==> config.mk <==
export PLATFORM = sky130hd
export DESIGN_NAME = seg2hex_scan
export DESIGN_NICKNAME = d
export VERILOG_FILES = /design/src/rtl/seg2hex_scan.sv
export SDC_FILE = /design/constraint.sdc
export NUM_CORES = 1
export LEC_CHECK = 0
export ABC_CLOCK_PERIOD_IN_PS = 5500
export CORE_ASPECT_RATIO = 2
export CORE_MARGIN = 1.5
export CORE_UTILIZATION = 61
export DETAILED_ROUTE_END_ITERATION = 16
export HOLD_SLACK_MARGIN = 0.15
export PLACE_DENSITY_LB_ADDON = 0.3
export RECOVER_POWER = 25
export SLEW_MARGIN = 20
export SYNTH_ARGS = -nofsm -noshare
export SYNTH_HDL_FRONTEND = slang
export SYNTH_SLANG_ARGS = --single-unit
==> constraint.sdc <==
create_clock -name clk -period 5.5 [get_ports clk]
set_clock_uncertainty 0.15 [all_clocks]
set_input_delay 0.55 -clock clk [delete_from_list [all_inputs] [get_ports clk]]
set_output_delay 0.55 -clock clk [all_outputs]
set_load 0.05 [all_outputs]
==> src/rtl/seg2hex_scan.sv <==
// Snoops a scanned, multiplexed 7-segment display bus and reassembles the hex
// digits being shown into a full frame, flagging illegal patterns per digit.
module seg2hex_scan #(
    parameter int NDIG   = 4,
    parameter int STABLE = 4
) (
    input  logic              clk,
    input  logic              rst_n,
    input  logic [7:0]        seg_d,
    input  logic [NDIG-1:0]   seg_com,
    output logic [4*NDIG-1:0] hex_out,
    output logic [NDIG-1:0]   dp_out,
    output logic [NDIG-1:0]   err_out,
    output logic              frame_valid,
    output logic              com_err
);
    localparam int CW = $clog2(STABLE + 1);
    localparam logic [CW-1:0] CNT_MAX = CW'(STABLE);
    localparam logic [CW-1:0] CNT_CAP = CW'(STABLE - 1);

    // Returns {illegal, nibble}; illegal patterns decode to nibble 0.
    function automatic logic [4:0] decodeSeg(input logic [6:0] s);
        logic [4:0] r;
        case (s)
            7'h3f:   r = 5'h00;
            7'h06:   r = 5'h01;
            7'h5b:   r = 5'h02;
            7'h4f:   r = 5'h03;
            7'h66:   r = 5'h04;
            7'h6d:   r = 5'h05;
            7'h7d:   r = 5'h06;
            7'h27:   r = 5'h07;
            7'h7f:   r = 5'h08;
            7'h6f:   r = 5'h09;
            7'h5f:   r = 5'h0a;
            7'h7c:   r = 5'h0b;
            7'h58:   r = 5'h0c;
            7'h5e:   r = 5'h0d;
            7'h7b:   r = 5'h0e;
            7'h71:   r = 5'h0f;
            default: r = 5'h10;
        endcase
        return r;
    endfunction

    logic [7:0]        rSeg_q, rSeg_d;
    logic [NDIG-1:0]   rCom_q, rCom_d;
    logic [CW-1:0]     cnt_q, cnt_d;
    logic [NDIG-1:0]   mask_q, mask_d;
    logic [4*NDIG-1:0] slotHex_q, slotHex_d;
    logic [NDIG-1:0]   slotDp_q, slotDp_d;
    logic [NDIG-1:0]   slotErr_q, slotErr_d;
    logic [4*NDIG-1:0] hex_q, hex_d;
    logic [NDIG-1:0]   dp_q, dp_d;
    logic [NDIG-1:0]   err_q, err_d;
    logic              frameValid_q, frameValid_d;
    logic              comErr_q, comErr_d;

    logic       sameIn;
    logic       stableEdge;
    logic       oneHot;
    logic [4:0] dec;

    assign sameIn     = (seg_d == rSeg_q) && (seg_com == rCom_q);
    assign stableEdge = sameIn && (cnt_q == CNT_CAP);
    assign oneHot     = (rCom_q != '0) && ((rCom_q & (rCom_q - NDIG'(1))) == '0);
    assign dec        = decodeSeg(rSeg_q[6:0]);

    // Capture fires once per dwell: the counter passes STABLE-1 only once
    // before saturating, so a long dwell cannot write its slot again.
    always_comb begin
        rSeg_d       = rSeg_q;
        rCom_d       = rCom_q;
        cnt_d        = cnt_q;
        mask_d       = mask_q;
        slotHex_d    = slotHex_q;
        slotDp_d     = slotDp_q;
        slotErr_d    = slotErr_q;
        hex_d        = hex_q;
        dp_d         = dp_q;
        err_d        = err_q;
        frameValid_d = 1'b0;
        comErr_d     = 1'b0;

        if (!sameIn) begin
            rSeg_d = seg_d;
            rCom_d = seg_com;
            cnt_d  = '0;
        end else if (cnt_q != CNT_MAX) begin
            cnt_d = cnt_q + CW'(1);
        end

        if (stableEdge) begin
            if (oneHot) begin
                for (int k = 0; k < NDIG; k++) begin
                    if (rCom_q[k]) begin
                        slotHex_d[4*k +: 4] = dec[3:0];
                        slotDp_d[k]         = rSeg_q[7];
                        slotErr_d[k]        = dec[4];
                    end
                end
                mask_d = mask_q | rCom_q;
                if (&mask_d) begin
                    hex_d        = slotHex_d;
                    dp_d         = slotDp_d;
                    err_d        = slotErr_d;
                    frameValid_d = 1'b1;
                    mask_d       = '0;
                end
            end else if (rCom_q != '0) begin
                comErr_d = 1'b1;
            end
        end
    end

    always_ff @(posedge clk or negedge rst_n) begin
        if (!rst_n) begin
            rSeg_q       <= '0;
            rCom_q       <= '0;
            cnt_q        <= '0;
            mask_q       <= '0;
            slotHex_q    <= '0;
            slotDp_q     <= '0;
            slotErr_q    <= '0;
            hex_q        <= '0;
            dp_q         <= '0;
            err_q        <= '0;
            frameValid_q <= 1'b0;
            comErr_q     <= 1'b0;
        end else begin
            rSeg_q       <= rSeg_d;
            rCom_q       <= rCom_d;
            cnt_q        <= cnt_d;
            mask_q       <= mask_d;
            slotHex_q    <= slotHex_d;
            slotDp_q     <= slotDp_d;
            slotErr_q    <= slotErr_d;
            hex_q        <= hex_d;
            dp_q         <= dp_d;
            err_q        <= err_d;
            frameValid_q <= frameValid_d;
            comErr_q     <= comErr_d;
        end
    end

    assign hex_out     = hex_q;
    assign dp_out      = dp_q;
    assign err_out     = err_q;
    assign frame_valid = frameValid_q;
    assign com_err     = comErr_q;

endmodule

**Word level (Yosys, flattened, before mapping)**

Cells that the tools add are included.

- Input bits: 14
- Output and inout port bits: 26
- Flip-flop bits (word level): 69
- Word-level logic and storage cells: 67

- Reductions and logical operators: 8
- Equality and inequality tests: 21
- Multiplexer cells: 22
- Bitwise operators: 2
- $add $sub $neg: 2

Operators with widths:

| kind | number |
|---|---|
| equality test 7 bit, second input constant | 13 |
| case mux 5 bit (16 select lines) | 1 |
| two-way mux 4 bit | 5 |
| equality test 7 x 6 -> 1 bit, second input constant | 2 |
| two-way mux 1 bit | 14 |
| equality test 8 bit | 1 |
| equality test 7 x 3 -> 1 bit, second input constant | 1 |
| two-way mux 3 bit | 2 |
| AND reduction 6 bit | 1 |
| AND 4 bit | 1 |
| equality test 4 bit | 1 |
| logical NOT 4 bit | 1 |
| OR 4 bit | 1 |
| AND reduction 4 bit | 1 |
| nonzero test 4 bit | 1 |
| subtractor 4 x 1 -> 4 bit, second input constant | 1 |
| adder 3 x 1 -> 3 bit, second input constant | 1 |
| equality test 3 x 2 -> 1 bit, second input constant | 1 |
| logical AND 1 bit | 3 |
| inequality test 3 bit, second input constant | 1 |
| inequality test 2 x 1 -> 1 bit, second input constant | 1 |
| AND reduction 2 bit | 1 |

**Longest topological paths before layout**

- Word-level depth: 6
- Mapped depth: 8
- Gate-level depth less buffers: 5

**Worst setup path after synthesis**

Ideal clock, no wire load.

- Kind: input-to-reg
- Start: in seg_com[2]
- End: reg hex_q[1], in the netlist hex_out[1]
- Library setup time: 0.128 ns
- Data required time: 5.222 ns
- Data arrival time: 1.906 ns
- Stages: 7
- Setup slack: 3.317 ns
- Buffers on the path: 2
- Cell sequence: xor2_2 nor4_2 and4_1 buf_6 nand3_4 buf_6 mux2_1

- Longest elaborated chain between the ends: 4

Ends and longest elaborated chain:

| item | RTL line | text |
|---|---|---|
| start, declared | 10 | `input logic [NDIG-1:0] seg_com,` |
| equality test 4 bit | 64 | `assign sameIn = (seg_d == rSeg_q) && (seg_com == rCom_q);` |
| logical AND 1 bit | 64 |  |
| logical AND 1 bit | 65 | `assign stableEdge = sameIn && (cnt_q == CNT_CAP);` |
| AND reduction 6 bit (no line) | - |  |
| end signal, assigned | 125 | `hex_q <= '0;` |
| end signal, assigned | 138 | `hex_q <= hex_d;` |
| end, declared | 53 | `logic [4*NDIG-1:0] hex_q, hex_d;` |

No other way between the ends.
A chain may end at the register's enable or synchronous reset.

**Final worst setup path**

- Start: in seg_com[2]
- End: reg hex_q[9], in the netlist hex_out[9]

Same word-level chain as after synthesis.

==> impl_metrics.env <==
export IMPL_drv_slew=0
export IMPL_place_ws_ns=2.25
export IMPL_path_class="in -> reg"
export IMPL_first_global_vias=2335
export IMPL_powerDensity_nw_per_um2=268
export IMPL_num_antenna_cells=0
export IMPL_fmax_mhz=332
export IMPL_grt_max_degree=70
export IMPL_grt_overflow_total=0
export IMPL_cts_root_buffer="clkbuf_16"
export IMPL_synth_async_reset_ratio_pct=100
export IMPL_syn_area_per_cell_sq_um=11.6
export IMPL_setup_violations=0
export IMPL_syn_nets=329
export IMPL_globalplace_congestion=0.797
export IMPL_leakagePower_nw=1.99
export IMPL_die_x_um=57.4
export IMPL_arrival_ns=3.07
export IMPL_htreeDepth=3
export IMPL_grt_antenna_before_repair=0
export IMPL_dieArea_sq_um=6410
export IMPL_rsz0062_at_grt="false"
export IMPL_ys_warn_count=0
export IMPL_synth_cell_types=52
export IMPL_status="completed"
export IMPL_synth_cells=312
export IMPL_wl_per_cell_um=17.4
export IMPL_area_growth_pct=15.2
export IMPL_synth_top_flop_cell="dfrtp_1"
export IMPL_fin_crit_sh_pct=54.8
export IMPL_portBuffers=39
export IMPL_ant_nets=0
export IMPL_synth_edf_count=0
export IMPL_via_count=2407
export IMPL_sw_frac_of_total_pct=23.3
export IMPL_worst_pin_slew_ns=0.860
export IMPL_layout_nets=346
export IMPL_synth_seq_area_share_pct=47.9
export IMPL_min_period_ns=3.01
export IMPL_combPwrFrac_pct=5.8
export IMPL_first_pass_iters=4
export IMPL_clockBufferDepth=2
export IMPL_seqPwrFrac_pct=48.0
export IMPL_cp_cell_sequence="dlygate4sd3_1, xor2_2, nor4_2, and4_1, nand3_4, mux2_1"
export IMPL_cap_viol_max_count=0
export IMPL_vias_per_cell=6.11
export IMPL_place_hpwl_um=4700
export IMPL_numCtsBuffers=9
export IMPL_grt_pass1_wl_um=11500
export IMPL_cts_tree="done"
export IMPL_fin_ws_ns=2.49
export IMPL_hold_class="in -> async"
export IMPL_clkPwrFrac_pct=46.2
export IMPL_cts_hold_buf=0
export IMPL_max_stage_delay_ns=0.58
export IMPL_end_kind="register"
export IMPL_crit_path_top_delay_cell="dlygate4sd3_1"
export IMPL_vdd_ir_drop_max_mv=0.304
export IMPL_p_sw_w=0.000259
export IMPL_rows=39
export IMPL_clk_pin_slew_worst_paths_ns=0.05
export IMPL_worst_setup_path_start_kind="primary input"
export IMPL_crit_required_ns=5.56
export IMPL_drive_above_1_share_pct=21.3
export IMPL_ys_seq_elements=69
export IMPL_drt_wl_total_um=6840
export IMPL_slew_headroom_pct=42.7
export IMPL_mostFrequentLayoutCells="dfrtp_1 (69), mux2_2 (28), clkdlybuf4s50_1 (26)"
export IMPL_hold_viol=0
export IMPL_coreArea_sq_um=5710
export IMPL_ioPinCount=40
export IMPL_critPathMaxFanout=24
export IMPL_fillCellCount=420
export IMPL_drc_errors=0
export IMPL_post_cts_buffers=0
export IMPL_die_h_um=112
export IMPL_clkSinkCount=69
export IMPL_final_common_cell="dfrtp_1"
export IMPL_initialDrtViolationCount=58
export IMPL_cts_resized=0
export IMPL_netlist_area_sq_um=3610
export IMPL_timing_setup_tns_ns=0
export IMPL_start_util_pct=63.2
export IMPL_p_int_w=0.000854
export IMPL_grtUsageTotal_pct=23.9
export IMPL_clkLatencyLatePin_ns=0.33
-- synthesized netlist by cell type, types with 2 or more instances --
cell      instances  share of area, %
o211a_1           2              0.56
xor2_1           12               2.9
o211ai_1          5               1.0
o21ai_0           3              0.42
or4_1             2              0.42
nand2_1           8              0.83
nor2b_1           2              0.35
a21oi_1          14               1.9
ha_1              3               1.0
mux2i_1           8               2.2
xor2_2            2              0.90
and4_1            2              0.49
nand3_2           4               1.1
xnor2_1           2              0.49
mux2_2           28               8.7
nor2_1           21               2.2
clkbuf_1         20               2.1
a41oi_1           3              0.73
mux2_4           14               5.8
dfrtp_1          69                48
buf_2             7              0.97
o22ai_1           2              0.35
inv_1            14               1.5
o22a_1            4              0.97
nor3b_1           2              0.42
a31oi_1           8               1.4
nand3_1           7              0.97
nand3b_1          2              0.42
nand4_1           3              0.52
nor3_1            2              0.28
buf_6             7               2.2
nand2b_1          6               1.0
nor4_2            3               1.0
mux2_1            3              0.94
-- registers in the layout, summed over array words and instances, names as in the netlist --
signal / cells
frame_valid: 1
dp_out: 4
slotDp_q: 4
rSeg_q: 8
rCom_q: 4
slotErr_q: 4
err_out: 4
hex_out: 16
com_err: 1
mask_q: 4
cnt_q: 3
slotHex_q: 16
-- through the flow --
stage	hold slack, ns	util (%)	total power, W	cells	cell area, sq um
CTS	0.293	72.8	0.00113	394	4150
detailed placement	0.334	68.1	0.000610	379	3890
global route	0.352	72.8	0.00115	394	4150
floorplan	0.104	-	0.000583	312	3610
finish	0.255	72.8	0.00111	394	4150
global placement	0.325	68.1	0.000607	379	3890
-- path summary, 6_finish.rpt --
kind,from,endpoint,slack (ns),cells past startpoint
setup / recovery,seg_com[2],hex_out[9],2.49,6
hold / removal,rst_n,hex_out[9],0.26,2
setup reg to reg,rCom_q[2],hex_out[9],2.51,5
hold reg to reg,hex_out[1],hex_out[1],0.34,1
max in group asynchronous,rst_n,frame_valid,4.38,2
min in group clk,hex_out[1],hex_out[1],0.34,1
-- power by group through the flow --
stage | registers, W | logic (W) | clock network, W
after CTS | 0.000534 | 0.0000673 | 0.000526
after global placement | 0.000542 | 0.0000651 | 0
after floorplan | 0.000525 | 0.0000587 | 0
final | 0.000534 | 0.0000644 | 0.000515
after detailed placement | 0.000542 | 0.0000672 | 0
after global routing | 0.000536 | 0.0000729 | 0.000544
-- cell families (layout without fill, tap and decap cells) --
family	count (synthesis)	in the layout	share of synthesized area [%]
AO/OA/AOI/OAI	49	49	9.51
XOR/XNOR	16	16	4.30
adder cells (fa/ha/maj)	4	4	1.32
buffers and inverters	48	69	6.70
flip-flops	69	69	47.9
multiplexers	53	53	17.7
AND/OR/NAND/NOR	73	73	12.6
-- per-layer routing --
| metal | GRT usage [%] | vias up | wire, um | part of all wire (%) |
|---|---|---|---|---|
| met5 | 0 | - | 0 | 0 |
| met4 | 10.5 | 0 | 182 | 2.7 |
| met3 | 5.69 | 12 | 226 | 3.3 |
| met2 | 40.0 | 49 | 3680 | 54 |
| met1 | 28.6 | 1209 | 2750 | 40 |
| li1 | - | 1137 | - | - |
-- cell type report --
type | count | area, sq um | share of cell area (%)
Clock inverter | 4 | 25.0 | 0.602
Sequential cell | 69 | 1730 | 41.6
Inverter | 14 | 52.6 | 1.27
Timing Repair Buffer | 40 | 393 | 9.46
Clock buffer | 11 | 243 | 5.84
Multi-Input combinational cell | 195 | 1640 | 39.4
Tap cell | 61 | 76.3 | 1.84
-- worst max-delay path: cells and delay by family --
kind	cells	cell delay (ns)
xor+xnor	1	0.19
mux	1	0.46
simple gates	3	1.27
buf+inv	1	0.58
No activity file was read; power rests on OpenSTA's default activity.
==> RTL change (config.mk and constraints unchanged) <==
`dp_q` no longer has a reset.
--- a/src/rtl/seg2hex_scan.sv
+++ b/src/rtl/seg2hex_scan.sv
@@ -125,3 +125,2 @@
             hex_q        <= '0;
-            dp_q         <= '0;
             err_q        <= '0;
@@ -138,3 +137,2 @@
             hex_q        <= hex_d;
-            dp_q         <= dp_d;
             err_q        <= err_d;
@@ -143,2 +141,6 @@
         end
+    end
+
+    always_ff @(posedge clk) begin
+        dp_q <= dp_d;
     end
Formal check against the unedited RTL: no difference found for any inputs over 10 cycles, from zero or initial values and one cycle with rst_n low; that may be too few to reach the edited logic, so the function may still have changed.
==> RTL change against the unedited design <==
  * The flow now finishes with violations (max-capacitance violations, max-slew violations)
  * Cell count increased by 1.5%
  * Largest cell class unchanged
  * Power shrank 6.5%
  * Area after synthesis is 3.7% lower
  * Largest power group unchanged
  * Worst setup slack lost 600 ps
  * Register-to-register slack worse by 620 ps
  * Critical endpoint is now hex_out[8]
  * Design area decreased by 4.0%
  * Routed wire length rose by 2.6%
  * Synthesized cell count grew 2.9%
  * Sequential cell count unchanged
==> RTL change: results <==
[outcome]
status = finished with violations
violations = max-capacitance violations, max-slew violations

[clock_network]
hold_buffers = 0
clockRootBuffer = clkbuf_8
post_cts_buffers = 0
cts_buffers = 9
cts_resized = 0
htreeDepth = 3
clk_pin_slew_worst_paths_ps = 70
clockBufferDepth = 2
insertion_delay_ps = 340

[layout]
diodes = 0
nets = 352
drive_gt1_share_pct = 17.4
nFillCells = 386

[routing]
wl_per_cell_um = 17.5
detail_route.iter0.violations = 91
drt_first_pass_iters = 4
via_per_inst = 6.05

[hold_path]
hold_class = reg -> reg

[sta]
maxSlewViolCount = 66
setup_viol = 0
worst_pin_slew_ps = 3390

[synth]
synth-edff-count = 4
synthArstFlopShare_pct = 94.2
yosys_warnings = 0
synth.distinct_cells = 49
seq_area_frac_synth_pct = 50.3
synthTopCellsByArea = dfrtp_1, mux2_2, xnor2_1
syn_nets = 338
ys_top_cells_by_count = dfrtp_1, mux2_2, clkbuf_1

[placed_design]
gp_congestion = 0.847
port_buffers = 39
dpl.hpwl_um = 4960

[pwr]
swShare_pct = 22.5
ir_drop_mv = 0.363
p_leak_uw = 0.00176

[setup_path]
critPathArrivalTime_ps = 3690
cpPeakStageDelay_ps = 900
worst-path-max-fanout = 19
slowest_stage = nor4_1

[global_route]
grt_max_degree = 66
grt_pass1_vias = 2385
grt_pass1_wl_um = 11500
globalRouteTotalUtil_pct = 24.9
antenna_found_initial = 0

[flow_run]
max_cap_viol_count = 1
[RTL change: cell count changes in the layout (fill, tap and decap cells not counted), moves of 5 or more]
cell	unedited run	this run
a31oi_1	8	13
o211ai_1	5	0
clkbuf_8	1	11
mux2_4	14	2
xor2_1	12	1
xnor2_1	2	14
clkbuf_16	9	1
a21oi_1	14	23
mux2_2	28	36
[RTL change: cell families (layout without fill, tap and decap cells)]
kind of cell             Yosys count  count (layout)  synth area share (%)
multiplexers                      44              44                  14.3
AO/OA/AOI/OAI                     58              58                  10.2
AND/OR/NAND/NOR                   76              76                  12.8
flip-flops                        69              69                  50.3
buffers and inverters             55              74                  7.02
adder cells (fa/ha/maj)            3               3                  1.08
XOR/XNOR                          16              16                  4.25
[RTL change: through the flow]
step / power (uW) / setup slack [ps] / instance area, sq um / instances
4_1_cts: 1050 / 1930 / 3990 / 400
2_1_floorplan: 584 / 3010 / 3470 / 321
3_3_place_gp: 608 / 1810 / 3770 / 384
5_1_grt: 1080 / 1230 / 3990 / 400
6_report: 1040 / 1890 / 3990 / 400
3_5_place_dp: 610 / 1710 / 3770 / 384
[RTL change: path summary, 6_finish.rpt]
kind                                     from             to  slack, ps  depth (start not counted)
worst max-delay path                rCom_q[2]     hex_out[8]       1890                          6
max in group asynchronous               rst_n     err_out[1]       1980                          2
min in group asynchronous               rst_n      rSeg_q[7]       1290                          2
worst min-delay path            slotHex_q[13]  slotHex_q[13]        340                          1
worst max register to register      rCom_q[2]     hex_out[8]       1890                          6
worst min register to register  slotHex_q[13]  slotHex_q[13]        340                          1
[RTL change: metal layers]
metal	part of all wire [%]	track usage (%)	vias up
met3	3.6	6.12	15
met2	54	43.4	63
met5	0	0	-
li1	-	-	1144
met1	39	27.7	1196
met4	2.6	13.1	0
[RTL change: layout make-up]
cell class	instances	area (sq um)	area share (%)
Clock buffer	14	184	4.61
Clock inverter	2	37.5	0.942
Inverter	17	63.8	1.60
Multi-Input combinational cell	197	1480	37.2
Sequential cell	69	1750	43.8
Tap cell	60	75.1	1.88
Timing Repair Buffer	41	397	9.95
[RTL change: worst max-delay path: cells and delay by family, from the launching register on]
family,cells,cell delay (ps)
multiplexers,1,370
AND/OR/NAND/NOR,3,1640
flip-flops,1,780
XOR/XNOR,1,190
buffers and inverters,1,350
[RTL change: power by group through the flow]
| stage | Sequential (uW) | Combinational, uW | Clock, uW |
|---|---|---|---|
| final | 536 | 62.6 | 443 |
| after global routing | 537 | 70.0 | 473 |
| after CTS | 535 | 65.5 | 453 |
| after detailed placement | 545 | 65.2 | 0 |
| after global placement | 545 | 63.5 | 0 |
| after floorplan | 528 | 55.9 | 0 |
